### src/rtl/id_ex_stage.sv
`default_nettype none
// ============================================================================
//  Module      : id_ex_stage
//  Description : ID/EX pipeline register and EX-stage operand network for the
//                RV32I core. Captures decoded fields once per cycle, forwards
//                EX/MEM and MEM/WB results onto both source operands, applies
//                the asel/bsel operand selection for the ALU, detects load-use
//                hazards and handles stall/flush bubbles.
//
//  Ports       :
//    clk, rst                 clock (rising edge), synchronous active-high reset
//    stall, flush             hold stage / replace next contents with a bubble
//    id_*                     decoded instruction fields from the ID stage
//    exm_regwen/rd/data       EX/MEM forwarding source
//    wb_regwen/rd/data        MEM/WB forwarding source
//    alu_a, alu_b, alusel     ALU operands (combinational) and registered op
//    ex_*                     registered control / PC passed downstream
//    ex_store_data            forwarded rs2 value for stores
//    load_use                 combinational; IF/ID must hold when high
//
//  Revision    : 1.0  initial release
// ============================================================================
module id_ex_stage #(
    parameter int XLEN  = 32,
    parameter int RADDR = 5
) (
    input  logic             clk,
    input  logic             rst,
    input  logic             stall,
    input  logic             flush,
    input  logic             id_valid,
    input  logic [XLEN-1:0]  id_pc,
    input  logic [XLEN-1:0]  id_rs1_data,
    input  logic [XLEN-1:0]  id_rs2_data,
    input  logic [XLEN-1:0]  id_imm,
    input  logic [RADDR-1:0] id_rs1,
    input  logic [RADDR-1:0] id_rs2,
    input  logic [RADDR-1:0] id_rd,
    input  logic [3:0]       id_alusel,
    input  logic             id_asel,
    input  logic             id_bsel,
    input  logic             id_regwen,
    input  logic             id_memrw,
    input  logic             id_memread,
    input  logic [1:0]       id_wbsel,
    input  logic             exm_regwen,
    input  logic [RADDR-1:0] exm_rd,
    input  logic [XLEN-1:0]  exm_data,
    input  logic             wb_regwen,
    input  logic [RADDR-1:0] wb_rd,
    input  logic [XLEN-1:0]  wb_data,
    output logic [XLEN-1:0]  alu_a,
    output logic [XLEN-1:0]  alu_b,
    output logic [3:0]       alusel,
    output logic             ex_valid,
    output logic             ex_regwen,
    output logic             ex_memrw,
    output logic             ex_memread,
    output logic [RADDR-1:0] ex_rd,
    output logic [1:0]       ex_wbsel,
    output logic [XLEN-1:0]  ex_pc,
    output logic [XLEN-1:0]  ex_store_data,
    output logic             load_use
);

    localparam logic [RADDR-1:0] c_X0 = '0;

    // ------------------------------------------------------------------------
    // Pipeline register state
    // ------------------------------------------------------------------------
    logic             r_valid;
    logic             r_regwen;
    logic             r_memrw;
    logic             r_memread;
    logic [3:0]       r_alusel;
    logic [RADDR-1:0] r_rd;
    logic [1:0]       r_wbsel;
    logic [XLEN-1:0]  r_pc;
    logic [XLEN-1:0]  r_rs1_data;
    logic [XLEN-1:0]  r_rs2_data;
    logic [XLEN-1:0]  r_imm;
    logic [RADDR-1:0] r_rs1;
    logic [RADDR-1:0] r_rs2;
    logic             r_asel;
    logic             r_bsel;

    logic             w_load_use;
    logic [XLEN-1:0]  w_fwd_rs1;
    logic [XLEN-1:0]  w_fwd_rs2;

    // A load in EX whose destination is read by the instruction in ID.
    // id_valid is deliberately ignored: a false match only costs one bubble.
    assign w_load_use = r_valid & r_memread & (r_rd != c_X0) &
                        ((r_rd == id_rs1) | (r_rd == id_rs2));

    always_ff @(posedge clk) begin
        if (rst || flush || (!stall && w_load_use)) begin
            // Reset, flush and load-use all leave a bubble: every field zero.
            r_valid    <= 1'b0;
            r_regwen   <= 1'b0;
            r_memrw    <= 1'b0;
            r_memread  <= 1'b0;
            r_alusel   <= 4'd0;
            r_rd       <= '0;
            r_wbsel    <= 2'd0;
            r_pc       <= '0;
            r_rs1_data <= '0;
            r_rs2_data <= '0;
            r_imm      <= '0;
            r_rs1      <= '0;
            r_rs2      <= '0;
            r_asel     <= 1'b0;
            r_bsel     <= 1'b0;
        end else if (!stall) begin
            r_valid    <= id_valid;
            r_regwen   <= id_regwen;
            r_memrw    <= id_memrw;
            r_memread  <= id_memread;
            r_alusel   <= id_alusel;
            r_rd       <= id_rd;
            r_wbsel    <= id_wbsel;
            r_pc       <= id_pc;
            r_rs1_data <= id_rs1_data;
            r_rs2_data <= id_rs2_data;
            r_imm      <= id_imm;
            r_rs1      <= id_rs1;
            r_rs2      <= id_rs2;
            r_asel     <= id_asel;
            r_bsel     <= id_bsel;
        end
    end

    // ------------------------------------------------------------------------
    // Forwarding: EX/MEM is younger than MEM/WB so it wins; x0 never forwards.
    // Stays live during stall so operands track the later stages.
    // ------------------------------------------------------------------------
    always_comb begin
        w_fwd_rs1 = r_rs1_data;
        if (exm_regwen && (exm_rd != c_X0) && (exm_rd == r_rs1)) begin
            w_fwd_rs1 = exm_data;
        end else if (wb_regwen && (wb_rd != c_X0) && (wb_rd == r_rs1)) begin
            w_fwd_rs1 = wb_data;
        end
    end

    always_comb begin
        w_fwd_rs2 = r_rs2_data;
        if (exm_regwen && (exm_rd != c_X0) && (exm_rd == r_rs2)) begin
            w_fwd_rs2 = exm_data;
        end else if (wb_regwen && (wb_rd != c_X0) && (wb_rd == r_rs2)) begin
            w_fwd_rs2 = wb_data;
        end
    end

    // ------------------------------------------------------------------------
    // Outputs
    // ------------------------------------------------------------------------
    assign alu_a         = r_asel ? r_pc  : w_fwd_rs1;
    assign alu_b         = r_bsel ? r_imm : w_fwd_rs2;
    assign ex_store_data = w_fwd_rs2;
    assign alusel        = r_alusel;
    assign ex_valid      = r_valid;
    assign ex_regwen     = r_regwen;
    assign ex_memrw      = r_memrw;
    assign ex_memread    = r_memread;
    assign ex_rd         = r_rd;
    assign ex_wbsel      = r_wbsel;
    assign ex_pc         = r_pc;
    assign load_use      = w_load_use;

endmodule
`default_nettype wire

### config.mk
export PLATFORM = sky130hd
export DESIGN_NAME = id_ex_stage
export DESIGN_NICKNAME = d
export VERILOG_FILES = /design/src/rtl/id_ex_stage.sv
export SDC_FILE = /design/constraint.sdc
export NUM_CORES = 1
export LEC_CHECK = 0
export ABC_AREA = 1
export ABC_CLOCK_PERIOD_IN_PS = 2000
export CAP_MARGIN = 25
export CELL_PAD_IN_SITES_DETAIL_PLACEMENT = 2
export CELL_PAD_IN_SITES_GLOBAL_PLACEMENT = 2
export CORE_MARGIN = 2
export CORE_UTILIZATION = 35
export CTS_BUF_LIST = sky130_fd_sc_hd__clkbuf_4
export DETAILED_ROUTE_END_ITERATION = 8
export DONT_BUFFER_PORTS = 1
export MAX_ROUTING_LAYER = met4
export PLACE_DENSITY_LB_ADDON = 0.1
export SETUP_SLACK_MARGIN = 0.15
export SYNTH_ARGS = -nofsm -noshare
export SYNTH_HDL_FRONTEND = slang
export SYNTH_SLANG_ARGS = --single-unit
### constraint.sdc
create_clock -name clk -period 2 [get_ports clk]
set_clock_uncertainty 0.1 [all_clocks]
set_input_delay 0.2 -clock clk [delete_from_list [all_inputs] [get_ports clk]]
set_output_delay 0.2 -clock clk [all_outputs]
set_load 0.02 [all_outputs]
==> results of run 1 <==
[logic make-up after synthesis]
| kind of cell | count (synthesis) | share of synthesized area |
|---|---|---|
| DFF | 155 | 0.355 |
| AOI/OAI and AO/OA | 41 | 0.0331 |
| buffers and inverters | 130 | 0.0775 |
| xor gates and xnor gates | 26 | 0.0261 |
| muxes | 148 | 0.170 |
| and+or+nand+nor | 656 | 0.338 |
[through the flow]
step,instances,area [um^2],hold WS (ns),setup WS [ns],util
3_5_place_dp,1429,9060,0.271,-0.0371,0.371
3_3_place_gp,1429,9060,0.261,0.0230,0.371
2_1_floorplan,1156,8730,0.259,0.369,-
==> results by group, run 1 <==
Status
  – Status: stopped before the end
  – Last stage: clock tree synthesis
  – Stop err: [ERROR RSZ-0060] Max buffer count reached.

Logic synthesis
  – Syn avg cell area: 7.55 um^2
  – Top_reg_cell synth: dfxtp_1
  – Post-synthesis sequential element count: 155
  – Ys async rst share: 0
  – Mapped Area: 8730 um^2
  – Largest area contributor in the netlist: dfxtp_1
  – Area contributors post-synth: dfxtp_1, mux2i_1, nand2_1, nand3_1, nor2_1
  – Top-count cell post-synth: nand2_1
  – Most frequent cells after synthesis: nand2_1, nor2_1, dfxtp_1, mux2i_1, nand3_1
  – Number of synthesized flops with an enable pin: 0
  – Register area share after synthesis: 0.355
  – Syn nets: 1391
  – YS warnings: 0
  – Share of the synthesized area in the top cell type: 0.355
  – Distinct cells, synth: 27
  – Mapped Cells: 1156

Place
  – HPWL Detailed: 27000 um
  – Final Wtd Congestion: 0.839
  – # port buffers: 0

Clock network
  – Root buf cell: clkbuf_4
  – Cts-stage hold buffer count: 300
  – CTS buffer count: 17
  – H-tree lvl count: 4
  – Clock Path Buffers: 2
  – Clock sink total: 155
  – Setup Buffers After CTS: 19
  – Post-CTS Resized: 371

Floorplanning
  – Chip height: 162 um
  – Starting Density: 0.358
  – Chip width: 162 um
  – Io pins: 379
  – Row count: 57
==> run 2: changes to the inputs <==
CELL_PAD_IN_SITES_DETAIL_PLACEMENT = unset   (was 2)
CELL_PAD_IN_SITES_GLOBAL_PLACEMENT = unset   (was 2)
CORE_UTILIZATION = 25   (was 35)
CTS_BUF_LIST = unset   (was sky130_fd_sc_hd__clkbuf_4)
MAX_ROUTING_LAYER = unset   (was met4)
PLACE_DENSITY_LB_ADDON = 0.15   (was 0.1)
SETUP_SLACK_MARGIN = unset   (was 0.15)
==> run 2 against run 1 <==
  * The flow now finishes, with violations (setup timing)
  * Area after synthesis stayed put
  * Synthesized cell count stayed put
==> results by group, run 2 <==
Clock network
  – Root buf cell: clkbuf_16
  – Clock sink total: 155
  – CTS buffer count: 17
  – H-tree lvl count: 4
  – TritonCTS clock tree: built
  – Worst-Skew Late Latency: 0.44 ns
  – Clock Path Buffers: 2
  – Clock-pin slew on the worst setup and hold paths: 0.06 ns

Cells and area
  – # fillers: 3478
  – Share of cells above drive strength 1: 0.241
  – Nets: 1702
  – Most frequent cells in the layout: dlygate4sd3_1, nor2_1, mux2i_1
  – Post-route cell area: 14900 um^2
  – Synth-to-Final Area Change: 70.2%
  – Leading cell type in the layout, fill and taps excluded: dlygate4sd3_1

Worst setup path
  – Kind of start point of the critical path: flip-flop
  – Worst-case reg-to-reg path depth: 9
  – Critical Path Most Common Cell: nand3_4
  – R2r setup slk: 0.24 ns
  – Crit. End Element: primary output
  – WP data required: 1.70 ns
  – CP bufs+invs: 2
  – CP delay by family, top: simple AND/OR/NAND/NOR gates
  – CP max stage delay: 0.35 ns
  – CP cell instances: xor2_1 -> nor2_4 -> nand3_4 -> buf_12 -> nand2_2 -> nand3_2 -> nand3_4 -> nand2_1 -> buf_6
  – R2R Path Start: ex_rd[0]
  – FF-to-FF End: r_rs1_data[5]
  – Worst path slowest cell: dfxtp_2
  – Crit path max fanout: 6
  – Crit Path Category: reg -> out
  – Critical path arrival: 2.02 ns

Status
  – Status: complete, but fails checks
  – Failing checks: setup timing

Place
  – # port buffers: 0
  – HPWL Detailed: 26200 um
  – Final Wtd Congestion: 0.825
  – Placed Area: 9300 um^2

Route
  – Top routing layer in use: met4
  – Wire length on met2: 18800 um
  – Final WL: 39500 um
  – Vias per cell: 4.74
  – Routed Antenna Nets: 0
  – DRC: 0
  – Met3 routed WL: 2270 um
  – Met1 WL: 17300 um
  – Pre-antenna DRT Iters: 5
  – Initial DRC count: 338
  – Via count: 9176
  – Post-DR wirelength/cell: 20.4 um

Logic synthesis
  – Post-synthesis sequential element count: 155
  – Mapped Cells: 1156
  – Register area share after synthesis: 0.355
  – Syn nets: 1391
  – Mapped Area: 8730 um^2
  – Distinct cells, synth: 27
  – Largest area contributor in the netlist: dfxtp_1
  – Share of the synthesized area in the top cell type: 0.355
  – Top-count cell post-synth: nand2_1
  – Ys async rst share: 0
  – Area contributors post-synth: dfxtp_1, mux2i_1, nand2_1, nand3_1, nor2_1
  – Top_reg_cell synth: dfxtp_1
  – Number of synthesized flops with an enable pin: 0
  – YS warnings: 0
  – Syn avg cell area: 7.55 um^2
  – Most frequent cells after synthesis: nand2_1, nor2_1, dfxtp_1, mux2i_1, nand3_1

Floorplanning
  – Row count: 68
  – Core area: 34500 um^2
  – Chip height: 191 um
  – DIE AREA: 36400 um^2
  – Chip width: 191 um
  – Starting Density: 0.253
  – Io pins: 379

STA
  – Max-slew violation count: 0
  – Min Tclk post-route: 2.32 ns
  – F_max: 0.431 GHz
  – Worst-margin pin slew: 0.460 ns
  – Share of the clock period used by the worst path: 1.16
  – Setup repair after global routing missed its margin: yes
  – Slew headroom: 0.694
  – Setup TNS: -25.37 ns
  – Fin. Hold Viols: 0
  – Hold_ws: 0.174 ns
  – Final setup violation count: 96
  – Worst Setup Slack, final: -0.318 ns

Global routing
  – Total gr overflow: 0
  – Global-route wire length before repair: 57100 um
  – Total track usage: 0.211
  – Antenna violations before repair: 3
  – Vias in the first global route: 9272
  – Largest net degree at the start of global routing: 162

Power and ir drop
  – Tot Pwr: 0.00861 W
  – VDD IR-drop max: 0.586 mV
  – Leakage: 6.34 nW
  – Pwr dens: 579 nW/um^2

Hold path
  – Worst min-delay path endpoint: r_rs2[1]
  – Worst Hold Class: in -> reg
  – Hold path depth: 4
  – Min-delay src: rst

Job
  – Max-cap viol count: 0
==> run 2: repair_timing <==
item / in CTS / in global routing
setup endpoints to repair: 96 / 97
cloned: 9 / 6
buffers inserted: 7 / 7
hold buffers: 311 / 0
gates resized for setup: 306 / 82
pin swaps: 87 / 69
endpoints found under the hold margin: 155 / 0
==> run 2: kinds of logic after synthesis <==
family                    count (synthesis)  share of synthesized area
and+or+nand+nor                         656                      0.338
AOI/OAI and AO/OA                        41                     0.0331
buffers and inverters                   130                     0.0775
xor gates and xnor gates                 26                     0.0261
DFF                                     155                      0.355
muxes                                   148                      0.170
==> run 2: worst max path at each step <==
stage	from	end	cells past startpoint
floorplan	r_rs2[0]	ex_store_data[10]	6
global placement	r_rs2[3]	alu_b[10]	7
detailed placement	r_rs2[3]	alu_b[10]	7
CTS	r_rs1[3]	alu_a[18]	10
global route	r_rs2[3]	alu_b[21]	8
finish	r_rs2[3]	alu_b[22]	9
==> run 2: area by class of cell <==
type / instances / area (um^2) / area share
Multi-Input combinational cell: 871 / 6260 / 0.421
Timing Repair Buffer: 378 / 4130 / 0.278
Sequential cell: 155 / 3120 / 0.210
Tap cell: 455 / 569 / 0.0383
Clock buffer: 20 / 457 / 0.0307
Inverter: 44 / 165 / 0.0111
Clock inverter: 8 / 145 / 0.00976
Antenna cell: 3 / 7.51 / 0.000505
==> run 2: per-stage QoR <==
step | std cells | utilization | worst slack, ns
final | 1934 | 0.431 | -0.318
after global routing | 1934 | 0.431 | -0.431
after CTS | 1921 | 0.417 | -0.367
after detailed placement | 1566 | 0.270 | -0.0159
after global placement | 1566 | 0.270 | -0.0179
after floorplan | 1156 | - | 0.369
==> run 2: report_power, final <==
group / internal, W / switching [W] / leakage (nW) / total, W
combinational: 0.000982 / 0.000836 / 4.78 / 0.00182
clock: 0.00212 / 0.00136 / 0.290 / 0.00348
sequential: 0.00319 / 0.000121 / 1.27 / 0.00331
total: 0.00630 / 0.00232 / 6.34 / 0.00861
==> run 2: layer usage <==
metal,vias to the layer above,GRT usage
met1,4360,0.273
met3,59,0.0466
li1,4440,-
met4,0,0.0793
met2,317,0.343
met5,-,0
==> run 2: tightest hold or removal path, stage by stage <==
cell	delay, ns
nor2_1	0.05
nand2_4	0.12
buf_12	0.24
nor2_1	0.06
No activity file was read; power rests on OpenSTA's default activity.
